--- config.mk ---
export PLATFORM = sky130hd
export DESIGN_NAME = reg_file
export DESIGN_NICKNAME = d
export VERILOG_FILES = /design/src/rtl/cpu_pkg.sv /design/src/rtl/reg_file_rdport.sv /design/src/rtl/reg_file.sv
export SDC_FILE = /design/constraint.sdc
export NUM_CORES = 2
export LEC_CHECK = 0
export CAP_MARGIN = 25
export CORE_MARGIN = 2
export CORE_UTILIZATION = 45
export CTS_BUF_LIST = sky130_fd_sc_hd__clkbuf_2
export DETAILED_ROUTE_END_ITERATION = 8
export GPL_TIMING_DRIVEN = 1
export PLACE_DENSITY = 0.7
export SLEW_MARGIN = 20
export SYNTH_ARGS = -nofsm -noshare
export SYNTH_HDL_FRONTEND = slang
export SYNTH_HIERARCHICAL = 1
export SYNTH_SLANG_ARGS = --single-unit
--- constraint.sdc ---
create_clock -name clk -period 43.3 [get_ports clk]
set_clock_uncertainty 0.15 [all_clocks]
set_input_delay 8.66 -clock clk [delete_from_list [all_inputs] [get_ports clk]]
set_output_delay 8.66 -clock clk [all_outputs]
set_load 0.02 [all_outputs]
--- src/rtl/cpu_pkg.sv ---
// Shared CPU constants: datapath widths, architectural register indices, reset defaults.
package cpu_pkg;
  localparam int DATA_W   = 32;
  localparam int ADDR_W   = 5;
  localparam int REG_ZERO = 0;
  localparam int REG_GP   = 28;
  localparam int REG_SP   = 29;
  localparam int REG_RA   = 31;
  localparam logic [DATA_W-1:0] SP_INIT_DEF = 32'h0000_3FFC;
  localparam logic [DATA_W-1:0] GP_INIT_DEF = 32'h0000_1800;
endpackage

--- src/rtl/reg_file_rdport.sv ---
// One combinational register-file read port: array select plus optional same-cycle write forwarding.
module reg_file_rdport #(
  parameter int DATA_W = 32,
  parameter int ADDR_W = 5,
  parameter bit BYPASS = 1'b1
) (
  input  logic [2**ADDR_W-1:0][DATA_W-1:0] regs,
  input  logic [ADDR_W-1:0]                rd_addr,
  input  logic                             rst,
  input  logic                             wr_en,
  input  logic [ADDR_W-1:0]                wr_addr,
  input  logic [DATA_W-1:0]                wr_data,
  output logic [DATA_W-1:0]                rd_data
);
  logic hit;

  // r0 is never forwarded, so a dropped write to r0 cannot leak onto a read port
  assign hit     = BYPASS && !rst && wr_en && (wr_addr != '0) && (wr_addr == rd_addr);
  assign rd_data = hit ? wr_data : regs[rd_addr];
endmodule

--- src/rtl/reg_file.sv ---
// 32x32 CPU register file: two forwarding read ports (rs, rt), one write port, one raw debug port.
module reg_file #(
  parameter int                 DATA_W  = cpu_pkg::DATA_W,
  parameter int                 ADDR_W  = cpu_pkg::ADDR_W,
  parameter logic [DATA_W-1:0]  SP_INIT = cpu_pkg::SP_INIT_DEF,
  parameter logic [DATA_W-1:0]  GP_INIT = cpu_pkg::GP_INIT_DEF,
  parameter bit                 BYPASS  = 1'b1
) (
  input  logic              clk,
  input  logic              rst,
  input  logic [ADDR_W-1:0] rs_addr,
  input  logic [ADDR_W-1:0] rt_addr,
  output logic [DATA_W-1:0] rs_data,
  output logic [DATA_W-1:0] rt_data,
  input  logic              wr_en,
  input  logic [ADDR_W-1:0] wr_addr,
  input  logic [DATA_W-1:0] wr_data,
  input  logic [ADDR_W-1:0] dbg_addr,
  output logic [DATA_W-1:0] dbg_data
);
  import cpu_pkg::*;

  localparam int NREG  = 2**ADDR_W;
  localparam int NPORT = 2;

  logic [DATA_W-1:0]                mem [1:NREG-1];
  logic [NREG-1:0][DATA_W-1:0]      regs;
  logic [NPORT-1:0][ADDR_W-1:0]     rd_addr;
  logic [NPORT-1:0][DATA_W-1:0]     rd_data;

  always_ff @(posedge clk or posedge rst) begin
    if (rst) begin
      for (int i = 1; i < NREG; i++)
        mem[i] <= (i == REG_GP) ? GP_INIT : (i == REG_SP) ? SP_INIT : '0;
    end else if (wr_en && (wr_addr != '0)) begin
      mem[wr_addr] <= wr_data;
    end
  end

  // flat view with r0 decoded as constant zero
  always_comb begin
    regs[0] = '0;
    for (int i = 1; i < NREG; i++) regs[i] = mem[i];
  end

  assign rd_addr[0] = rs_addr;
  assign rd_addr[1] = rt_addr;

  for (genvar p = 0; p < NPORT; p++) begin : g_rd
    reg_file_rdport #(.DATA_W(DATA_W), .ADDR_W(ADDR_W), .BYPASS(BYPASS)) u_rdport (
      .regs    (regs),
      .rd_addr (rd_addr[p]),
      .rst     (rst),
      .wr_en   (wr_en),
      .wr_addr (wr_addr),
      .wr_data (wr_data),
      .rd_data (rd_data[p])
    );
  end

  assign rs_data  = rd_data[0];
  assign rt_data  = rd_data[1];
  assign dbg_data = regs[dbg_addr];
endmodule

After elaboration in Yosys (flattened, before gate mapping)
Cells that the tools add are included.
{ "op_classes": {"add_sub_neg": 0, "multipliers": 0, "div_mod_pow": 0, "n_lt_le_gt_ge": 5, "eq_ne": 2, "shifts": 0, "mux": 11, "bitwise_logic": 1, "n_reduce_logical": 8} }
{ "op_table": {"columns": ["operator", "n"], "rows": [
  ["$bwmux W992", 1],
  ["$bmux W32 S5", 3],
  ["$mux W32", 6],
  ["$demux W32 S5", 1],
  ["$lt A5 B6 Y1 const B", 3],
  ["$eq A5 B5 Y1", 2],
  ["$ge A6 B6 Y1 const B", 1],
  ["$logic_and A1 B1 Y1", 6],
  ["$lt A6 B1 Y1 const B", 1],
  ["$not A5 Y6", 1],
  ["$reduce_bool A5 Y1", 1],
  ["$logic_not A1 Y1", 1]
]} }
{ "word_totals": {"register_bits": 992, "latch_bits": 0, "ramBits": 0, "rom_bits": 0, "in_bits": 55, "output_inout_bits": 96, "n_memories": 0} }

Logic depth before layout (Yosys ltp)
{ "depth": {"ltp_word": 6, "ltp_mapped": 8, "ltp_nobuf": 5} }

By module
Netlist, hierarchy kept.
{ "by_module_without_submodules": {"columns": ["mod", "instances", "cells_per_inst", "area_per_inst_um2", "seq_area_each_um2"], "rows": [
  ["reg_file", 1, 2911, 45214.6, 24841.3],
  ["reg_file_rdport", 2, 1107, 9200.1, 0.0]
]} }

Worst setup path after synthesis
OpenSTA, ideal clock, no wires.
{ "synth_path": {"path_kind": "input -> output", "from": "in dbg_addr[0]", "to": "out dbg_data[0]", "t_arrival_ns": 10.249, "required_ns": 34.490, "slack_ns": 24.241, "path_stages": 8, "n_path_buf": 5, "path_cell_list": "buf_4 -> buf_6 -> buf_4 -> buf_4 -> buf_4 -> a22o_1 -> a211oi_1 -> o31ai_1"} }
{ "synth_between": {"elab_chain_cells": 2} }
{ "synth_lines": {"columns": ["item", "line_no", "rtl"], "rows": [
  ["from (decl)", "reg_file.sv:18", "input logic [ADDR_W-1:0] dbg_addr,"],
  ["$bmux W32 S5", "reg_file.sv:63", "assign dbg_data = regs[dbg_addr];"],
  ["$mux W32 (not written as such)", "reg_file.sv:63", null],
  ["to (decl)", "reg_file.sv:19", "output logic [DATA_W-1:0] dbg_data"]
]} }
Every way passes these cells. The select of a mux whose other input is x is not followed.

Worst setup path after layout
{ "layout_path": {"from": "in dbg_addr[0]", "to": "out dbg_data[18]"} }
The elaborated chain is that of the path after synthesis.

==> metrics.txt <==
hold path startpoint=mem[40]; fin nets=5,239; core region area=between 0.1 and 0.15 mm2; final setup vio count=0; Startpoint Class=input port; final worst-path cycle share=0.513; sequential element share of the synthesized area=0.390; PostCTS Resize Cnt=0; worst reg2reg startpoint=mem[376]; CTS root buf=clkbuf_2; IR drop worst, VDD=around 0.025 mV; critical path cell sequence=buf_8, buf_4, buf_4, mux4_2, mux2i_1, and2_1, o31ai_1, clkdlybuf4s50_1; Regs by FF count=mem: 992 flops; Max Slew Vio Count=0; Die ar.=0.144 mm2; final hold vios=0; grt ovf=0; area grow syn2layout=7.35%; ys async rst share=1.00; fin cells=between 7,000 and 8,000; critical path class=input port to output port; port bufs=150; Synth Area per Inst=about 12 um2; Yosys warnings=6; Crit Path Max Fanout=63; share of layout cells above drive strength 1=0.337; PwrDens=between 30 and 40 mW/mm2; reg2reg setup slack=42.29 ns; final WL=between 200,000 and 250,000 um; Hold Path Class=flop to flop; Syn Std Cell Area=roughly 0.064 mm2; clk slew on worst S/H paths=about 0.070 ns; drt drc=0; arrival time worst endpoint=13.42 ns; cells after synthesis=5,125; Yosys top cell area share=0.385; R2R cell count=1; pre-CTS WS=21.11 ns; I/O Pins=between 150 and 200; status=completed; Buf/Inv on CP=4; WHS Path Cells=1; DP Area=around 0.066 mm2; Top FF cell, synth=dfrtp_1; Post-Route Hold Slack=between 0.4 and 0.5 ns; area leader, netlist=dfrtp_1; Slowest cell on crit path=o31ai_1; CP Capture Type=output port; clk_lat worst skew=1.63 ns; Synth area leaders=dfrtp_1 38%, mux2_2 18%, mux2i_1 18%, mux4_2 6.8%, a22oi_1 6.0%; post-synthesis register bit count=around 990; largest net degree at the start of global routing=around 170; num rows=between 100 and 150; CP most frequent cell=buf_4; Synth cell types=39; hold buffer count at CTS=0; clk sinks=roughly 1,000; Final Cell Area=between 0.06 and 0.07 mm2; Critical Path Source=dbg_addr[0]; EDFF count, synth=0; routability cong.=0.842; initial antenna violation count=8; setup TNS=0 ns; Post-DP HPWL=116,000 um; Worst R2R End=mem[376]; RSZ-0062 raised after global routing=no; crit path time final=roughly 22 ns; first-pass GRT wire length=328,000 um; DRT Pass-1 Iters=8; final worst slack=21.07 ns; H-tree depth=5; worst hold endpoint=mem[40]; Vias/cell=6.79; Post-DRT Antenna Nets=0; Max-cap violations=0; total number of vias=roughly 50,000; post-CTS setup buffers=0; clock buffer count from CTS=276; Top Family by Delay on Critical Path=buffers and inverters; die height=~380 um; routed wire length per instance=~31 um; max FFs per register=992; Lkg Pwr=approximately 31 nW; fmax=0.0450 GHz; Worst Tran Pin Value=between 1 and 1.5 ns; Critical Path RT=about 34 ns; Biggest register=mem; placed cells=around 6,800; First DRT Iteration DRCs=approximately 6,000; slew margin rel.=0.214; CTS tree=yes; CP peak stage delay=approximately 0.95 ns; Die W=380 um; vias in the first global route=between 40,000 and 50,000; global-route usage over all layers=0.303; CTS Buffer Depth=4; starting density of the core=0.455
area by class of cell:
class                   instances  area (um2)
fillers                     12653       71600
multi-input cells            3643       36300
flip-flops and latches        992       24800
repair buffers                269        2600
well taps                    1876        2350
clock buffers                 371        1860
clock inverters                81         338
diodes                          8        20.0
inverters                       2        15.0
power breakdown:
group | total [mW] | internal (mW) | switching, mW
Clock | 0.651 | 0.236 | 0.415
Sequential | 1.30 | 1.11 | 0.188
Combinational | 0.751 | 0.399 | 0.351
per-stage QoR:
step                total power, mW  utilization
finish                         2.70        0.488
global route                   2.83        0.488
CTS                            2.69        0.487
detailed placement             2.04        0.471
global placement               2.01        0.470
floorplan                      1.83            -
cell usage in the layout (no fill, tap or decap), types with 64 or more instances in the layout:
| cell type | synthesis | layout |
|---|---|---|
| a21oi_1 | 256 | 256 |
| a22o_1 | 96 | 96 |
| a22oi_1 | 512 | 512 |
| buf_4 | 96 | 94 |
| clkbuf_2 | 0 | 371 |
| clkdlybuf4s50_1 | 0 | 125 |
| clkinv_1 | 0 | 68 |
| conb_1 | 1 | 64 |
| dfrtp_1 | 978 | 978 |
| mux2_1 | 76 | 76 |
| mux2_2 | 1012 | 1012 |
| mux2i_1 | 1120 | 1120 |
| mux4_2 | 192 | 192 |
| nor4_1 | 68 | 66 |
worst max-delay path by stage:
stage	end	slack (ns)	cells past startpoint
after global routing	rs_data[12]	20.89	9
after global placement	rt_data[10]	21.15	9
after CTS	rs_data[29]	21.08	9
final	dbg_data[18]	21.07	8
after detailed placement	rs_data[29]	21.11	9
after floorplan	mem[0]	6.60	1
layer usage:
metal  vias up  part of all wire  global-route usage
met5         -           0.00012                   0
met1     25198              0.40               0.408
met3       713              0.11              0.0836
met4         4             0.051               0.154
li1      20037                 -                   -
met2      3201              0.44               0.446
cells by family (layout without fill, tap and decap cells):
| group | Yosys count | in the layout | synth area share |
|---|---|---|---|
| compound gates | 994 | 994 | 0.107 |
| flops | 992 | 992 | 0.390 |
| other cells | 1 | 72 | 0.0000589 |
| xor+xnor | 8 | 8 | 0.00110 |
| mux | 2400 | 2400 | 0.437 |
| simple gates | 177 | 177 | 0.0165 |
| buf+inv | 553 | 723 | 0.0479 |
Yosys cell counts (4+ instances only):
master    instances
buf_1            50
nor3b_1           4
nor2_1           18
buf_2           157
mux2_2         1012
mux2i_1        1120
a22oi_1         512
nand3b_1          4
nor2_4            4
buf_6            55
mux4_2          192
clkbuf_1        193
nand2_1          19
a211oi_1         32
nor4_1           68
and2_1           35
dfstp_2          14
a22o_1           96
xor2_1            6
buf_4            96
o21ai_1          34
mux2_1           76
nor2b_1           7
nand2b_1          7
o31ai_1          32
o22ai_1          32
dfrtp_1         978
a21oi_1         256
Note: power is estimated with default switching activity, not from simulation.
